==> src/rtl/button_conditioner.sv <==
// button_conditioner: conditions one raw, bouncing push-button into a clean
// debounced level plus one-cycle press, release and auto-repeat strobes.
// Pipeline: 2-flop synchroniser -> debounce/repeat FSM -> registered outputs.
// There is no valid/ready handshake here: every output is a free-running
// per-clock signal, and the pulses are single-cycle strobes that need no
// acknowledgement.
module button_conditioner #(
  parameter int CNT_W           = 26,
  parameter int DEBOUNCE_CYCLES = 1000000,
  parameter int REPEAT_DELAY    = 50000000,
  parameter int REPEAT_PERIOD   = 10000000
) (
  input  logic       clk,
  input  logic       rst,
  input  logic       btn_in,
  input  logic       repeat_en,
  output logic       btn_level,
  output logic       press_pulse,
  output logic       release_pulse,
  output logic       repeat_pulse,
  output logic [2:0] state_code
);

  typedef enum logic [2:0] {
    ST_IDLE        = 3'b000,
    ST_DEB_PRESS   = 3'b001,
    ST_HELD        = 3'b010,
    ST_REPEAT      = 3'b011,
    ST_DEB_RELEASE = 3'b100
  } state_t;

  // Terminal counts; every compare is below the counter's all-ones value,
  // so the counter can never wrap.
  localparam logic [CNT_W-1:0] L_DEB_LAST = CNT_W'(DEBOUNCE_CYCLES - 1);
  localparam logic [CNT_W-1:0] L_DLY_LAST = CNT_W'(REPEAT_DELAY - 1);
  localparam logic [CNT_W-1:0] L_PER_LAST = CNT_W'(REPEAT_PERIOD - 1);

  logic             r_s1;
  logic             r_sync;
  state_t           r_state;
  logic [CNT_W-1:0] r_cnt;
  logic             r_level;
  logic             r_press;
  logic             r_release;
  logic             r_repeat;

  state_t           w_next_state;
  logic             w_cnt_clr;
  logic             w_cnt_sat;
  logic             w_press_nxt;
  logic             w_release_nxt;
  logic             w_repeat_nxt;
  logic             w_level_nxt;

  // Two-flop synchroniser for the asynchronous button input.
  always_ff @(posedge clk) begin
    if (rst) begin
      r_s1   <= 1'b0;
      r_sync <= 1'b0;
    end else begin
      r_s1   <= btn_in;
      r_sync <= r_s1;
    end
  end

  // Next-state and next-output decode for the debounce/repeat FSM.
  always_comb begin
    w_next_state  = r_state;
    w_cnt_clr     = 1'b0;
    w_cnt_sat     = 1'b0;
    w_press_nxt   = 1'b0;
    w_release_nxt = 1'b0;
    w_repeat_nxt  = 1'b0;
    case (r_state)
      ST_IDLE: begin
        // Nothing is timed while idle, so keep the counter parked at zero.
        w_cnt_clr = 1'b1;
        if (r_sync) begin
          w_next_state = ST_DEB_PRESS;
        end
      end
      ST_DEB_PRESS: begin
        if (!r_sync) begin
          w_next_state = ST_IDLE;
        end else if (r_cnt == L_DEB_LAST) begin
          w_next_state = ST_HELD;
          w_press_nxt  = 1'b1;
        end
      end
      ST_HELD: begin
        if (!r_sync) begin
          w_next_state = ST_DEB_RELEASE;
        end else if (r_cnt == L_DLY_LAST) begin
          if (repeat_en) begin
            w_next_state = ST_REPEAT;
            w_repeat_nxt = 1'b1;
          end else begin
            // Hold at the delay terminal so enabling repeat later fires at once.
            w_cnt_sat = 1'b1;
          end
        end
      end
      ST_REPEAT: begin
        if (!r_sync) begin
          w_next_state = ST_DEB_RELEASE;
        end else if (!repeat_en) begin
          w_next_state = ST_HELD;
        end else if (r_cnt == L_PER_LAST) begin
          w_repeat_nxt = 1'b1;
          w_cnt_clr    = 1'b1;
        end
      end
      ST_DEB_RELEASE: begin
        if (r_sync) begin
          w_next_state = ST_HELD;
        end else if (r_cnt == L_DEB_LAST) begin
          w_next_state  = ST_IDLE;
          w_release_nxt = 1'b1;
        end
      end
      default: begin
        w_next_state = ST_IDLE;
      end
    endcase
    // The level stays high until a release has been fully debounced.
    w_level_nxt = (w_next_state == ST_HELD) || (w_next_state == ST_REPEAT) ||
                  (w_next_state == ST_DEB_RELEASE);
  end

  // State register and shared timing counter; any state change restarts timing.
  always_ff @(posedge clk) begin
    if (rst) begin
      r_state <= ST_IDLE;
      r_cnt   <= '0;
    end else begin
      r_state <= w_next_state;
      if (w_cnt_clr || (w_next_state != r_state)) begin
        r_cnt <= '0;
      end else if (!w_cnt_sat) begin
        r_cnt <= r_cnt + 1'b1;
      end
    end
  end

  // Registered outputs, aligned with the state they describe.
  always_ff @(posedge clk) begin
    if (rst) begin
      r_level   <= 1'b0;
      r_press   <= 1'b0;
      r_release <= 1'b0;
      r_repeat  <= 1'b0;
    end else begin
      r_level   <= w_level_nxt;
      r_press   <= w_press_nxt;
      r_release <= w_release_nxt;
      r_repeat  <= w_repeat_nxt;
    end
  end

  assign btn_level     = r_level;
  assign press_pulse   = r_press;
  assign release_pulse = r_release;
  assign repeat_pulse  = r_repeat;
  assign state_code    = r_state;

endmodule

==> config.mk <==
export PLATFORM = sky130hd
export DESIGN_NAME = button_conditioner
export DESIGN_NICKNAME = d
export VERILOG_FILES = /design/src/rtl/button_conditioner.sv
export SDC_FILE = /design/constraint.sdc
export NUM_CORES = 1
export LEC_CHECK = 0
export ABC_AREA = 1
export CAP_MARGIN = 10
export CORE_MARGIN = 1
export CORE_UTILIZATION = 27
export DETAILED_ROUTE_END_ITERATION = 6
export GPL_ROUTABILITY_DRIVEN = 0
export GPL_TIMING_DRIVEN = 0
export PLACE_DENSITY = 0.44
export SLEW_MARGIN = 30
export SYNTH_ARGS = -nofsm -noshare
export SYNTH_HDL_FRONTEND = slang
export SYNTH_SLANG_ARGS = --single-unit
==> constraint.sdc <==
create_clock -name clk -period 1.6 [get_ports clk]
set_input_delay 0.24 -clock clk [delete_from_list [all_inputs] [get_ports clk]]
set_output_delay 0.24 -clock clk [all_outputs]
set_load 0.005 [all_outputs]
Word level (Yosys, flattened, before mapping) --
Cells that the tools add are included.
Storage, ports and cells: bits in latches 0, ROM bits 0, bits of input ports 4, bits in registers 35, memory bits (writable) 0, memories 0
Operators by class: reduce and logical (&&, ||, !) cells 7, equality and inequality tests 11, shifts and indexed selects 0, order comparisons 0, $mul 0, div/mod/pow operators 0, $add $sub $neg 1, bitwise gates (word level) 3, mux-type cells 24
Operators by type and width (count):
- $mux 3 | 10
- $add 26x1->26 const B | 1
- $eq 26x20->1 const B | 1
- $eq 26x24->1 const B | 1
- $eq 26x26->1 const B | 1
- $pmux 3 s5 | 1
- $eq 3x2->1 const B | 4
- $mux 1 | 11
- $eq 3x3->1 const B | 2
- $reduce_or 3->1 | 2
- $pmux 1 s2 | 2
- $eq 3x1->1 const B | 1
- $logic_not 3->1 | 1
- $logic_or 1x1->1 | 3
- $ne 3x3->1 | 1
- $not 1->1 | 3
- $reduce_or 2->1 | 1

Depth between registers and ports, before layout --
Gate-level depths: netlist of run 1.
word-level depth 7, depth in mapped cells 12, mapped depth without buffers 11

Worst setup path before layout of run 1 --
Ideal clock, no wire load.
path type register to register, from reg r_cnt[0], to reg r_cnt[7], required time 1.476 ns, buffers on the path 1, setup slack -0.085 ns, library setup time 0.124 ns, clock period less this slack 1.685 ns, arrival time 1.561 ns, cell stages (with the launch flop) 12, path through dfxtp_1 ha_1 nand2_2 nor2_4 nand2_4 nor2_2 nand3_2 nand2_2 nand4_1 nand3_4 buf_12 nor2_4
On the way: longest elaborated chain between the ends 7
Ends and longest elaborated chain:
- start, declared | line 41 | logic [CNT_W-1:0] r_cnt;
- start signal, assigned | line 140 | r_cnt <= r_cnt + 1'b1;
- $eq 26x20->1, or another cell as far along | line 85, 116
- $mux 3, or another cell as far along | line 116 | end else if (r_cnt == L_DEB_LAST) begin
- $mux 3, or another cell as far along | line 114 | if (r_sync) begin
- $pmux 3 s5 / $mux 1 (equally long branches) | line 74, 104
- $ne 3x3->1 / $pmux 1 s2 (equally long branches) | line 137, 74
- $logic_or 1x1->1 | line 137 | if (w_cnt_clr || (w_next_state != r_state)) begin
- $reduce_or 2->1 (no source line)
Several ways; a longest one is shown, not always the timed one. A chain may end at the register's enable or synchronous reset.

Worst setup path after layout of run 1 --
from reg r_cnt[0], to reg r_cnt[16]
The elaborated chain is that of the path after synthesis.

==> results_dict.tcl, run 1 <==
set metrics [dict create \
    status "finished, violations left" \
    violations "negative setup slack" \
    grt_usage_pct 13.9 \
    ctsHtreeMaxLevel 2 \
    mostFrequentLayoutCells "nand2_1 (56), inv_1 (48), nor2_1 (43)" \
    fin_tns_setup_ns -4.13 \
    routed_wl_um 5730 \
    dieArea_sq_um 8950 \
    clock-sinks 35 \
    clockRootBuffer "clkbuf_8" \
    grt_max_degree 11 \
    path_max_fanout 6 \
    r2r_setup_slack_ns -0.20 \
    ys_seq_elements 35 \
    end_kind "flop" \
    p_leak_nw 1.06 \
    antenna_found_initial 0 \
    fmax_mhz 556 \
    grt_pass1_wl_um 9480 \
    worst_setup_path_start_kind "flop" \
    portBuffers 10 \
    finalSetupViolations 26 \
    ioPinCount 11 \
    yosysTopAreaCell "dfxtp_1" \
    clk_pin_slew_ns 0.07 \
    ys_seq_area_share_pct 30.3 \
    cp_data_arrival_time_ns 1.98 \
    ys_top_cells_by_area "dfxtp_1 (30%), nor2_4 (12%), nand2_1 (9.4%)" \
    synth_top_area_share_pct 30.3 \
    multi_input_area_sq_um 1480 \
    layout_setup_ws_ns -0.198 \
    min_to "r_sync" \
    critPathMaxStageDelay_ns 0.37 \
    worstPathCellList "ha_4 -> nand2_4 -> nor2_4 -> nand2_4 -> nor2_4 -> nand3_4 -> nand2_4 -> nand4_1 -> nand3_4 -> buf_12 -> clkbuf_16 -> nor2_4" \
    fill_cells 908 \
    initial_core_util_pct 28.0 \
    powerDensity_nw_per_um2 526 \
    hold_viol_final 0 \
    synthCells 321 \
    peakVddDrop_mv 0.278 \
    tritoncts "yes" \
    wl_met2_um 2690 \
    critical-path-slowest-cell "dfxtp_4" \
    rows 33 \
    synth_nets 326 \
    cp.required_ns 1.78 \
    fin_crit_ns 1.80 \
    grt-ovfl-total 0 \
    crit_buf_inv 2 \
    maxSlewHeadroom_pct 78.6 \
    drive_above_1_share_pct 28.6 \
    clockBufferDepth 2 \
    wire_per_inst_um 12.6 \
    nNetsFinal 356 \
    rsz0062_at_grt "yes" \
    syn_area_per_cell_sq_um 7.21 \
    whs_path_depth 2 \
    report.final.slew_viol_count 0 \
    final_cells 455 \
    viasPerCell 4.38 \
    synth.distinct_cells 29 \
    ys_warn_count 0 \
    post-route-period-util_pct 112 \
    drtIter0Drc 55 \
    dpl.cell_count 436 \
    cp_top_family "simple AND/OR/NAND/NOR gates" \
    mostFrequentLayoutCell "nand2_1" \
    hp-start "r_s1" \
    final_util_pct 35.3 \
    fin_skew_ns 0.00458 \
    critPathKind "flop to flop" \
    wl_met3_um 213 \
    die-height_um 94.6 \
    insertion_delay_ns 0.29 \
    grt_pass1_vias 1954 \
    drtPass1Iterations 4 \
    final_cell_area_sq_um 2910 \
    hold_class "flop to flop" \
    antenna_cells 0 \
    dpl_cell_area_sq_um 2560 \
    syn_to_final_growth_pct 25.7 \
    reg2reg_depth 12 \
    tightest_slew_ns 0.317 \
    coreArea_sq_um 8260 \
    dp_slack_ns -0.395 \
    r2r-end "r_cnt[16]" \
    met1_length_um 2720 \
    ff_latch_area_sq_um 719 \
    synthesis.area_sq_um 2320 \
    highest_layer "met4" \
    dp_hpwl_um 4220 \
    die_w_um 94.6 \
    route.detailed.drc 0 \
    num_vias 1992 \
    cap_violations 0 \
    ant_nets 0 \
    numCtsBuffers 5 \
    worst_r2r_startpoint "r_cnt[0]" \
]
-- state kept, by name, summed over array words and instances (netlist names) --
name	flops
state_code	3
r_sync	1
r_s1	1
press_pulse	1
btn_level	1
r_cnt	26
release_pulse	1
repeat_pulse	1
-- per-stage QoR --
| step | hold WS [ns] | power (mW) |
|---|---|---|
| CTS | 0.405 | 1.54 |
| global placement | 0.391 | 0.941 |
| finish | 0.403 | 1.53 |
| floorplan | 0.309 | 0.924 |
| global route | 0.445 | 1.61 |
| detailed placement | 0.396 | 0.941 |
-- synthesized netlist by cell type (all sizes together) --
master / number
a21oi: 2
nor4: 1
nor2: 78
xnor2: 2
ha: 1
buf: 3
o21ai: 8
and3: 1
nand2: 66
nand4: 11
nand3b: 3
nand3: 22
and2: 1
xor2: 18
nor3: 13
inv: 56
dfxtp: 35
-- kinds of logic after synthesis --
logic type	Yosys count	share of synthesized area (%)
xor+xnor	20	7.56
buf+inv	59	11.0
simple gates	196	48.1
flops	35	30.3
fa+ha+maj	1	0.540
compound gates	10	2.48
-- power by group --
group          internal (mW)  leakage (nW)  total [mW]  switching [mW]
clock network          0.290        0.0371       0.596           0.306
registers              0.871         0.289       0.876         0.00439
logic                 0.0292         0.738      0.0597          0.0305
-- timing repair --
| item | 4_1_cts | 5_1_grt |
|---|---|---|
| setup buffers | 8 | 5 |
| setup endpoints to repair | 27 | 31 |
| gates cloned | 1 | 1 |
| pin swaps | 5 | 7 |
| hold buffers | 0 | 0 |
| resized for setup | 9 | 31 |
-- final cells by class --
cell class | count | share of cell area (%)
Buffer | 2 | 1.12
Clock buffer | 6 | 2.49
Sequential cell | 35 | 24.7
Inverter | 56 | 7.22
Timing Repair Buffer | 24 | 9.02
Multi-Input combinational cell | 227 | 50.9
Tap cell | 105 | 4.51
-- metal layers --
| layer | GRT usage, % | up-vias |
|---|---|---|
| li1 | - | 1049 |
| met1 | 18.0 | 905 |
| met2 | 22.6 | 26 |
| met3 | 3.46 | 12 |
| met4 | 4.29 | 0 |
| met5 | 0 | - |
-- worst reg2reg max path: cells and delay by family, from the launching register on --
kind                     cells  cell delay [ns]
adder cells (fa/ha/maj)      1             0.15
buffers and inverters        2             0.29
flip-flops                   1             0.37
AND/OR/NAND/NOR              9             0.87
-- worst max path at each step --
| stage | endpoint | slack, ns | depth (start not counted) | start |
|---|---|---|---|---|
| 6_report | r_cnt[16] | -0.20 | 12 | r_cnt[0] |
| 5_1_grt | r_cnt[16] | -0.28 | 13 | r_cnt[0] |
| 4_1_cts | r_cnt[16] | -0.20 | 12 | r_cnt[0] |
| 3_5_place_dp | r_cnt[7] | -0.39 | 11 | repeat_en |
| 3_3_place_gp | r_cnt[7] | -0.39 | 11 | repeat_en |
| 2_1_floorplan | r_cnt[7] | -0.009 | 11 | r_cnt[1] |
Power figures use the tool's default switching activity.
==> run 2, diff against run 1 <==
- CTS_CLUSTER_DIAMETER: default -> 100
==> results of run 2 <==
The final DEF is identical to that of run 1; final timing and power are the same.
==> run 3, diff against run 2 <==
- MAX_ROUTING_LAYER: default -> met4
- PLACE_DENSITY: 0.44 -> 0.43
- SETUP_SLACK_MARGIN: default -> 0.1
- clock period: 1.6 -> 2 ns (I/O delays scaled with it)
==> run 3 against run 2 <==
  * The flow now finishes without violations
  * Register-to-register slack gained 0.39 ns
  * Routed wire length decreased by 1.0%
  * Cell count is the same
  * Clock power rose by 16%
  * Fmax down 0.56%
  * Critical path depth did not move
  * Via count shrank 0.50%
  * Die area did not move
  * Sequential cell count is the same
  * Utilization is 1.1 points lower
  * Count of clock-buffer cells in the layout unchanged
  * Global-route usage is 0.13 points higher
==> results_dict.tcl, run 3 (synthesized netlist as in run 1, its figures left out) <==
set metrics [dict create \
    finalSetupViolations 0 \
    initial_core_util_pct 28.0 \
    antenna_found_initial 0 \
    startpoint "r_cnt[0]" \
    ctsHtreeMaxLevel 2 \
    ioPinCount 11 \
    routed_wl_um 5670 \
    hold_viol_final 0 \
    insertion_delay_ns 0.30 \
    p_total_mw 1.43 \
    final_cells 455 \
    rows 33 \
    met1_length_um 2820 \
    r2r-end "r_cnt[21]" \
    path_max_fanout 6 \
    maxSlewHeadroom_pct 77.6 \
    tightest_slew_ns 0.334 \
    cap_violations 0 \
    peakVddDrop_mv 0.271 \
    worst_setup_path_start_kind "flop" \
    r2r_setup_slack_ns 0.19 \
    dpl.cell_count 436 \
    die_w_um 94.6 \
    largest_reg_flops 26 \
    cts_hold_buf 0 \
    setup.worst_path.end "r_cnt[21]" \
    grt_pass1_wl_um 9310 \
    powerDensity_nw_per_um2 508 \
    hold_class "flop to flop" \
    final_cell_area_sq_um 2820 \
    end_kind "flop" \
    fin_crit_ns 1.81 \
    dp_hpwl_um 4280 \
    final_util_pct 34.1 \
    reg2reg_depth 12 \
    post-route-period-util_pct 90.4 \
    grt-ovfl-total 0 \
    rsz0062_at_grt "yes" \
    grt_max_degree 12 \
    mostFrequentLayoutCells "nand2_1 (58), inv_1 (50), nor2_1 (48)" \
    route.detailed.drc 0 \
    mostFrequentLayoutCell "nand2_1" \
    wire_per_inst_um 12.5 \
    critPathKind "flop to flop" \
    cp_data_arrival_time_ns 2.04 \
    antenna_cells 0 \
    wl_met2_um 2630 \
    viasPerCell 4.36 \
    num_vias 1982 \
    clk_pin_slew_ns 0.08 \
    status "finished clean" \
    clockBufferDepth 2 \
    cp.required_ns 2.23 \
    clock-sinks 35 \
    die-height_um 94.6 \
    grt_pass1_vias 1896 \
    coreArea_sq_um 8260 \
    report.final.slew_viol_count 0 \
    hold_ws_ns 0.412 \
    wl_met3_um 174 \
    drtPass1Iterations 4 \
    worst_r2r_startpoint "r_cnt[0]" \
    p_leak_nw 1.05 \
    ant_nets 0 \
    numCtsBuffers 5 \
    dieArea_sq_um 8950 \
    grt_usage_pct 14.0 \
    fmax_mhz 553 \
    tritoncts "yes" \
    nNetsFinal 354 \
    syn_to_final_growth_pct 21.7 \
    portBuffers 10 \
    fin_skew_ns 0.00579 \
    drive_above_1_share_pct 23.7 \
    drtIter0Drc 89 \
    clockRootBuffer "clkbuf_8" \
    largest_register "r_cnt" \
    dpl_cell_area_sq_um 2550 \
    highest_layer "met4" \
]
run 3: worst min-delay path by stage:
stage          from      endpoint  slack [ns]  depth (start not counted)
3_5_place_dp   r_s1        r_sync        0.40                          2
4_1_cts        r_s1        r_sync        0.40                          2
2_1_floorplan   rst  repeat_pulse        0.37                          1
6_report       r_s1        r_sync        0.41                          2
5_1_grt        r_s1        r_sync        0.43                          2
3_3_place_gp   r_s1        r_sync        0.39                          2
run 3: layout make-up:
type	instances	area, sq um
buffer	3	45.0
clock buffer	6	82.6
clock inverter	2	35.0
fill	935	5440
inverter	56	210
multi-input combinational	227	1380
sequential	35	709
tap	105	131
timing repair buffer	21	221
run 3: metal layers:
layer / vias to the layer above / GRT usage [%]
met5: - / -
met2: 27 / 22.1
met4: 0 / 4.04
met3: 5 / 2.90
met1: 907 / 18.0
li1: 1043 / -
run 3: worst max-delay path, stage by stage, from the launching register on:
cell and delay (ns):
dfxtp_4 0.37, ha_4 0.14, nand2_2 0.06, nor2_4 0.17
nand2_4 0.10, nor2_4 0.09, nand3_2 0.10, nand2_2 0.09
nand3_2 0.08, nand2_2 0.08, nand3_4 0.17, clkbuf_16 0.23
nor2_4 0.06
run 3: through the flow:
| step | setup TNS (ns) | setup WS (ns) |
|---|---|---|
| after floorplan | 0 | 0.315 |
| after CTS | 0 | 0.106 |
| after global routing | 0 | 0.0726 |
| after detailed placement | -1.10 | -0.0654 |
| after global placement | -0.629 | -0.0389 |
| final | 0 | 0.192 |
run 3: what timing repair did:
| action | 4_1_cts | 5_1_grt |
|---|---|---|
| pin swaps | 1 | 3 |
| gates cloned | 0 | 2 |
| setup buffers | 0 | 9 |
| gates resized for setup | 2 | 12 |
| setup endpoints to repair | 20 | 20 |
run 3: power breakdown:
part,internal [mW],switching [mW]
logic,0.0195,0.0214
registers,0.698,0.00337
clock network,0.404,0.286
total,1.12,0.310
